File: src/rtl/uart_rx_if.sv
// Host-side view of the UART receiver: received word, its strobe and status.
// rx_done is a one-cycle valid with no ready (the consumer cannot stall);
// dout and frame_err are valid in that cycle and hold until the next rx_done.
interface uart_rx_if #(
  parameter int DBIT = 8
);
  logic [DBIT-1:0] dout;
  logic            rx_done;
  logic            frame_err;
  logic            busy;

  modport master (output dout, rx_done, frame_err, busy);
  modport slave  (input  dout, rx_done, frame_err, busy);
endinterface

File: src/rtl/uart_rx.sv
// 16x-oversampled UART receiver: start-bit qualification at mid-bit,
// LSB-first data capture, stop-bit framing check and a one-cycle done strobe.
module uart_rx #(
  parameter int DBIT    = 8,
  parameter int SB_TICK = 16
) (
  input  logic       clk,
  input  logic       rst,
  input  logic       s_tick,
  input  logic       rx,
  uart_rx_if.master  bus,
  output logic [1:0] dbg_state
);

  localparam int SW = $clog2(SB_TICK);
  localparam int NW = (DBIT > 1) ? $clog2(DBIT) : 1;

  typedef enum logic [1:0] {
    IDLE  = 2'd0,
    START = 2'd1,
    DATA  = 2'd2,
    STOP  = 2'd3
  } state_t;

  state_t          state, state_n;
  logic [SW-1:0]   s, s_n;
  logic [NW-1:0]   n, n_n;
  logic [DBIT-1:0] shreg, shreg_n;
  logic [DBIT-1:0] dout_q, dout_n;
  logic            err_q, err_n;
  logic            done_q, done_n;
  logic            rx_meta, rx_s;

  // Line idles high, so the synchronizer resets to 1 to avoid a false start.
  always_ff @(posedge clk or posedge rst) begin
    if (rst) begin
      rx_meta <= 1'b1;
      rx_s    <= 1'b1;
    end else begin
      rx_meta <= rx;
      rx_s    <= rx_meta;
    end
  end

  always_ff @(posedge clk or posedge rst) begin
    if (rst) begin
      state  <= IDLE;
      s      <= '0;
      n      <= '0;
      shreg  <= '0;
      dout_q <= '0;
      err_q  <= 1'b0;
      done_q <= 1'b0;
    end else begin
      state  <= state_n;
      s      <= s_n;
      n      <= n_n;
      shreg  <= shreg_n;
      dout_q <= dout_n;
      err_q  <= err_n;
      done_q <= done_n;
    end
  end

  always_comb begin
    state_n = state;
    s_n     = s;
    n_n     = n;
    shreg_n = shreg;
    dout_n  = dout_q;
    err_n   = err_q;
    done_n  = 1'b0;
    case (state)
      IDLE: begin
        // Start detection runs every clk so the tick phase cannot hide an edge.
        if (!rx_s) begin
          state_n = START;
          s_n     = '0;
        end
      end
      START: begin
        if (s_tick) begin
          if (s == SW'(7)) begin
            if (!rx_s) begin
              state_n = DATA;
              s_n     = '0;
              n_n     = '0;
            end else begin
              state_n = IDLE;
            end
          end else begin
            s_n = s + 1'b1;
          end
        end
      end
      DATA: begin
        if (s_tick) begin
          if (s == SW'(15)) begin
            shreg_n = {rx_s, shreg[DBIT-1:1]};
            s_n     = '0;
            if (n == NW'(DBIT - 1)) state_n = STOP;
            else                    n_n     = n + 1'b1;
          end else begin
            s_n = s + 1'b1;
          end
        end
      end
      STOP: begin
        if (s_tick) begin
          if (s == SW'(SB_TICK - 1)) begin
            dout_n  = shreg;
            err_n   = ~rx_s;
            done_n  = 1'b1;
            state_n = IDLE;
          end else begin
            s_n = s + 1'b1;
          end
        end
      end
      default: state_n = IDLE;
    endcase
  end

  assign bus.dout      = dout_q;
  assign bus.rx_done   = done_q;
  assign bus.frame_err = err_q;
  assign bus.busy      = (state != IDLE);
  assign dbg_state     = state;

endmodule

File: src/flat_wrapper.sv
// flat-port wrapper written by rule: the top's interface ports become plain ports
module uart_rx_flat 
#(
  parameter int DBIT    = 8,
  parameter int SB_TICK = 16
)
  (clk, rst, s_tick, rx, dbg_state, bus_dout, bus_rx_done, bus_frame_err, bus_busy);
  uart_rx_if #(.DBIT(DBIT)) bus_i ();
  input  logic clk;
  input  logic rst;
  input  logic s_tick;
  input  logic rx;
  output logic [1:0] dbg_state;
  output wire logic [$bits(bus_i.dout)-1:0] bus_dout;
  output wire logic [$bits(bus_i.rx_done)-1:0] bus_rx_done;
  output wire logic [$bits(bus_i.frame_err)-1:0] bus_frame_err;
  output wire logic [$bits(bus_i.busy)-1:0] bus_busy;
  assign bus_dout = bus_i.dout;
  assign bus_rx_done = bus_i.rx_done;
  assign bus_frame_err = bus_i.frame_err;
  assign bus_busy = bus_i.busy;
  uart_rx #(.DBIT(DBIT), .SB_TICK(SB_TICK)) u_core (.clk(clk), .rst(rst), .s_tick(s_tick), .rx(rx), .bus(bus_i), .dbg_state(dbg_state));
endmodule
File: config.mk
export PLATFORM = sky130hd
export DESIGN_NAME = uart_rx_flat
export DESIGN_NICKNAME = d
export VERILOG_FILES = /design/src/rtl/uart_rx_if.sv /design/src/rtl/uart_rx.sv /design/src/flat_wrapper.sv
export SDC_FILE = /design/constraint.sdc
export NUM_CORES = 1
export LEC_CHECK = 0
export CAP_MARGIN = 20
export CORE_MARGIN = 2
export CORE_UTILIZATION = 48
export DETAILED_ROUTE_END_ITERATION = 10
export GPL_ROUTABILITY_DRIVEN = 0
export PLACE_DENSITY = 0.81
export SETUP_SLACK_MARGIN = 0.5
export SKIP_LAST_GASP = 1
export SYNTH_ARGS = -nofsm -noshare
export SYNTH_HDL_FRONTEND = slang
export SYNTH_SLANG_ARGS = --single-unit
File: constraint.sdc
create_clock -name clk -period 1.6 [get_ports clk]
set_input_delay 0.32 -clock clk [delete_from_list [all_inputs] [get_ports clk]]
set_output_delay 0.32 -clock clk [all_outputs]
set_load 0.05 [all_outputs]
==> key figures <==
Synth
  • Adder-Cell Fraction of Synth Area: 0.02852
  • Net Count, Synth: ~110
  • Top cells by area in the synthesized netlist: sky130_fd_sc_hd__dfrtp_1, sky130_fd_sc_hd__mux2_2, sky130_fd_sc_hd__dfstp_2
  • Largest family of logic cells by synthesized area: multiplexers
  • YS warnings: 0
  • Share of the synthesized area in the top cell type: 0.5133
  • FF+latch count, synth: 29
  • Share of synthesized registers carrying an async set or reset: 1.000
  • Simple-gate share of the synthesized area: 0.1112
  • Part of the Yosys area used for sequential elements: 0.5532
  • Top flip-flop cell by instance count after synthesis: sky130_fd_sc_hd__dfrtp_1
  • XOR/XNOR Fraction of Synth Area: 0
  • Gate count of the mapped netlist: roughly 100
  • Average footprint of a synthesized cell: 12.66 um^2
  • Number of distinct library cells after synthesis: 31
  • Cell taking the most area after synthesis: sky130_fd_sc_hd__dfrtp_1
  • Post-synthesis instance area: between 1000 and 1500 um^2
  • Fraction of synthesized area in multiplexers: 0.1616
  • Share of the synthesized area in compound gates (AO/OA/AOI/OAI): 0.09981
  • Number of enable flip-flop cells after synthesis: 0

Detailed routing
  • WL/cell: 19.39 um
  • Initial DRT Pass Iterations: 4
  • Detail Route Antenna Nets: 0
  • Vias per cell: about 5.6
  • Number of design-rule violations left by the first detailed-router iteration: between 40 and 50
  • Remaining design rule violation count: 0
  • Final Routed Wirelength: 3722 um
  • Routed via count: 1,082

Cells and area
  • Count of inserted antenna diode cells: 0
  • Post-layout utilization of the core: 0.8073
  • Post-layout net count: 168
  • Layout cells sized above 1: 0.6111
  • Final instance count without filler cells: 192
  • Area added between synthesis and finish: 56.08%

Timing
  • Number of endpoints with negative hold slack in the final report: 0
  • Largest clock skew in the final design: ~0.015 ns
  • Worst slack on hold paths: roughly 0.36 ns
  • Number of slew-limit violations in the final report: 0
  • Slew at the pin closest to its max-slew limit: around 0.37 ns
  • RSZ-0062 raised after global routing: true
  • Share of the clock period used by the worst path: 1.023
  • Minimum setup slack in the final design: -0.03675 ns
  • Final Critical Period: 1.637 ns
  • Max Clk Rate: between 600 and 700 MHz
  • Setup tns final: -0.03923 ns
  • Count of final setup violators: 2
  • Worst-case headroom to the max-slew limit: 0.7551

Pwr
  • Clock power frac: 0.155
  • Fraction of power spent switching nets: 0.3866
  • Part of the power in combinational logic: 0.484
  • Max IR drop VDD: roughly 1.3 mV
  • Cell leakage power: around 0.96 nW
  • Power density cells: roughly 1400 nW/um^2
  • P_int: about 1.7 mW
  • Net Switching: 1.078 mW
  • Fraction of power consumed by sequential logic: 0.361

Clocking
  • TritonCTS clock tree: yes
  • Insertion delay of the later-clocked pin in the worst-skew pair: between 0.3 and 0.4 ns
  • Number of buffers inserted during clock tree synthesis: 5
  • Clock tree root driver cell: sky130_fd_sc_hd__clkbuf_4
  • CTS max path bufs: 2
  • CTS hold repair buffers: 0
  • Clock transition at the registers of the reported paths: 0.10 ns
  • Clock sink count: 29
  • Number of H-tree levels: 2

Placed design
  • HPWL after DPL: 1900 um
  • Worst slack after detailed placement: -0.3119 ns
  • Number of port buffers: 16
  • Count of placed standard cells including taps: around 160

Die
  • Starting density of the core: 0.5172
  • Top-level I/O count: 17
  • Die height: 56.37 um
  • X dimension of the die: 56.37 um
  • Total Die Area: approximately 3200 um^2
  • Placeable core region: 2545 um^2
  • Number of placement rows: 18

Status
  • Outcome: finished with violations
  • Violated checks: negative setup slack

Global routing
  • Total global-route track usage: 0.2469
  • Largest net degree at the start of global routing: 30
  • Vias in the first global route: between 1,000 and 1,500
  • Initial antenna violation count: 0
  • Global-route wire length before repair: 5796 um
  • Overflow left after global routing: 0

Critical path
  • Required time of the critical path: ~1.8 ns
  • Worst Path Arrival: 1.86 ns
  • Critical Path Sink Type: flop
  • Category of the most critical setup path: flop to flop
  • Worst-path fanout max: 6
  • Type of origin of the critical path: flop
  • Worst Reg2Reg Path Length in Cells: 6

Hold path
  • Worst hold path class: primary input to async pin

Flow run
  • Maxcap violations: 0
cell type report:
| cell class | count | area [um^2] |
|---|---|---|
| multi-input combinational | 65 | 685.7 |
| inverter | 5 | 26.28 |
| timing repair buffer | 55 | 523.0 |
| clock buffer | 8 | 48.80 |
| tap | 30 | 37.54 |
| sequential | 29 | 733.2 |
| fill | 140 | 490.5 |
synth_stat cells, types with 2 or more instances:
master / n
sky130_fd_sc_hd__ha_1: 3
sky130_fd_sc_hd__buf_4: 2
sky130_fd_sc_hd__and4_1: 2
sky130_fd_sc_hd__nand2_1: 4
sky130_fd_sc_hd__inv_1: 4
sky130_fd_sc_hd__o211ai_1: 2
sky130_fd_sc_hd__o21ai_0: 4
sky130_fd_sc_hd__buf_2: 3
sky130_fd_sc_hd__a22o_1: 4
sky130_fd_sc_hd__dfrtp_1: 27
sky130_fd_sc_hd__mux2_2: 18
sky130_fd_sc_hd__nand4_1: 3
sky130_fd_sc_hd__nor2_1: 6
sky130_fd_sc_hd__nor3_1: 2
sky130_fd_sc_hd__nand3_1: 3
sky130_fd_sc_hd__dfstp_2: 2
worst max-delay path, cell delays in order, from the launching register on:
cell	delay (ns)
sky130_fd_sc_hd__dfrtp_1	0.42
sky130_fd_sc_hd__ha_4	0.20
sky130_fd_sc_hd__buf_6	0.13
sky130_fd_sc_hd__a31oi_4	0.08
sky130_fd_sc_hd__o211ai_1	0.25
sky130_fd_sc_hd__nand3_2	0.15
sky130_fd_sc_hd__mux2_4	0.28
power groups by stage:
stage	combinational [mW]	sequential [mW]	clock (mW)
final	1.35	1.01	0.432
after global routing	1.42	1.02	0.473
after CTS	1.20	0.996	0.422
after detailed placement	0.870	1.00	0
after global placement	0.833	0.985	0
after floorplan	0.548	1.04	0
cell usage in the layout, fill, tap and decap left out, types with 2 or more instances in the layout:
cell and instances:
sky130_fd_sc_hd__mux2_4 18, sky130_fd_sc_hd__nor2_1 5, sky130_fd_sc_hd__clkbuf_4 5, sky130_fd_sc_hd__and4_4 2, sky130_fd_sc_hd__buf_4 29, sky130_fd_sc_hd__clkdlybuf4s50_1 2, sky130_fd_sc_hd__a22o_1 4, sky130_fd_sc_hd__nand4_1 3
sky130_fd_sc_hd__clkbuf_1 3, sky130_fd_sc_hd__dfrtp_1 23, sky130_fd_sc_hd__ha_2 2, sky130_fd_sc_hd__and3_4 2, sky130_fd_sc_hd__inv_1 3, sky130_fd_sc_hd__buf_12 2, sky130_fd_sc_hd__buf_6 21, sky130_fd_sc_hd__dfrtp_2 4
sky130_fd_sc_hd__nand2_1 3, sky130_fd_sc_hd__o21ai_1 2, sky130_fd_sc_hd__nor3_1 2, sky130_fd_sc_hd__dfstp_2 2, sky130_fd_sc_hd__o211ai_1 2
state kept, by name, indices dropped and copies added (netlist names), named ones only:
name / flops
u_core.shreg: 8
u_core.rx_s: 1
u_core.dbg_state: 1
u_core.bus.frame_err: 1
u_core.s: 4
u_core.n: 3
u_core.bus.rx_done: 1
u_core.rx_meta: 1
u_core.bus.dout: 8
per-layer routing:
metal | up-vias | global-route usage | wire [um]
met5 | - | 0 | 0
met4 | 0 | 0.07143 | 51
met3 | 5 | 0.06452 | 156
met2 | 33 | 0.4185 | 1986
met1 | 546 | 0.3104 | 1529
li1 | 498 | - | -
cells by family (layout without fill, tap and decap cells):
| family | count (synthesis) | in the layout |
|---|---|---|
| buffers and inverters | 11 | 68 |
| AOI/OAI and AO/OA | 18 | 18 |
| DFF | 29 | 29 |
| adders and majority gates | 3 | 3 |
| muxes | 19 | 19 |
| and+or+nand+nor | 24 | 25 |
path summary, 6_finish.rpt:
check	startpoint	to	slack, ns
min in group clk	u_core.rx_meta	u_core.rx_s	0.36
max in group asynchronous	rst	u_core.rx_meta	0.92
worst min register to register	u_core.rx_meta	u_core.rx_s	0.36
worst min-delay path	rst	u_core.s[0]	0.36
worst max register to register	u_core.s[1]	u_core.n[0]	-0.04
worst max-delay path	u_core.s[1]	u_core.n[0]	-0.04
metrics by stage:
step | area, um^2 | total power, mW
after global routing | 2054 | 2.914
after detailed placement | 1563 | 1.871
after floorplan | 1348 | 1.585
after global placement | 1563 | 1.817
final | 2054 | 2.787
after CTS | 1941 | 2.614
timing repair:
item | 4_1_cts | 5_1_grt
pin swaps | 14 | 5
resized for setup | 55 | 6
gates cloned | 1 | 0
endpoints found under the setup margin | 40 | 40
setup buffers | 17 | 11
No activity file was read; power rests on OpenSTA's default activity.
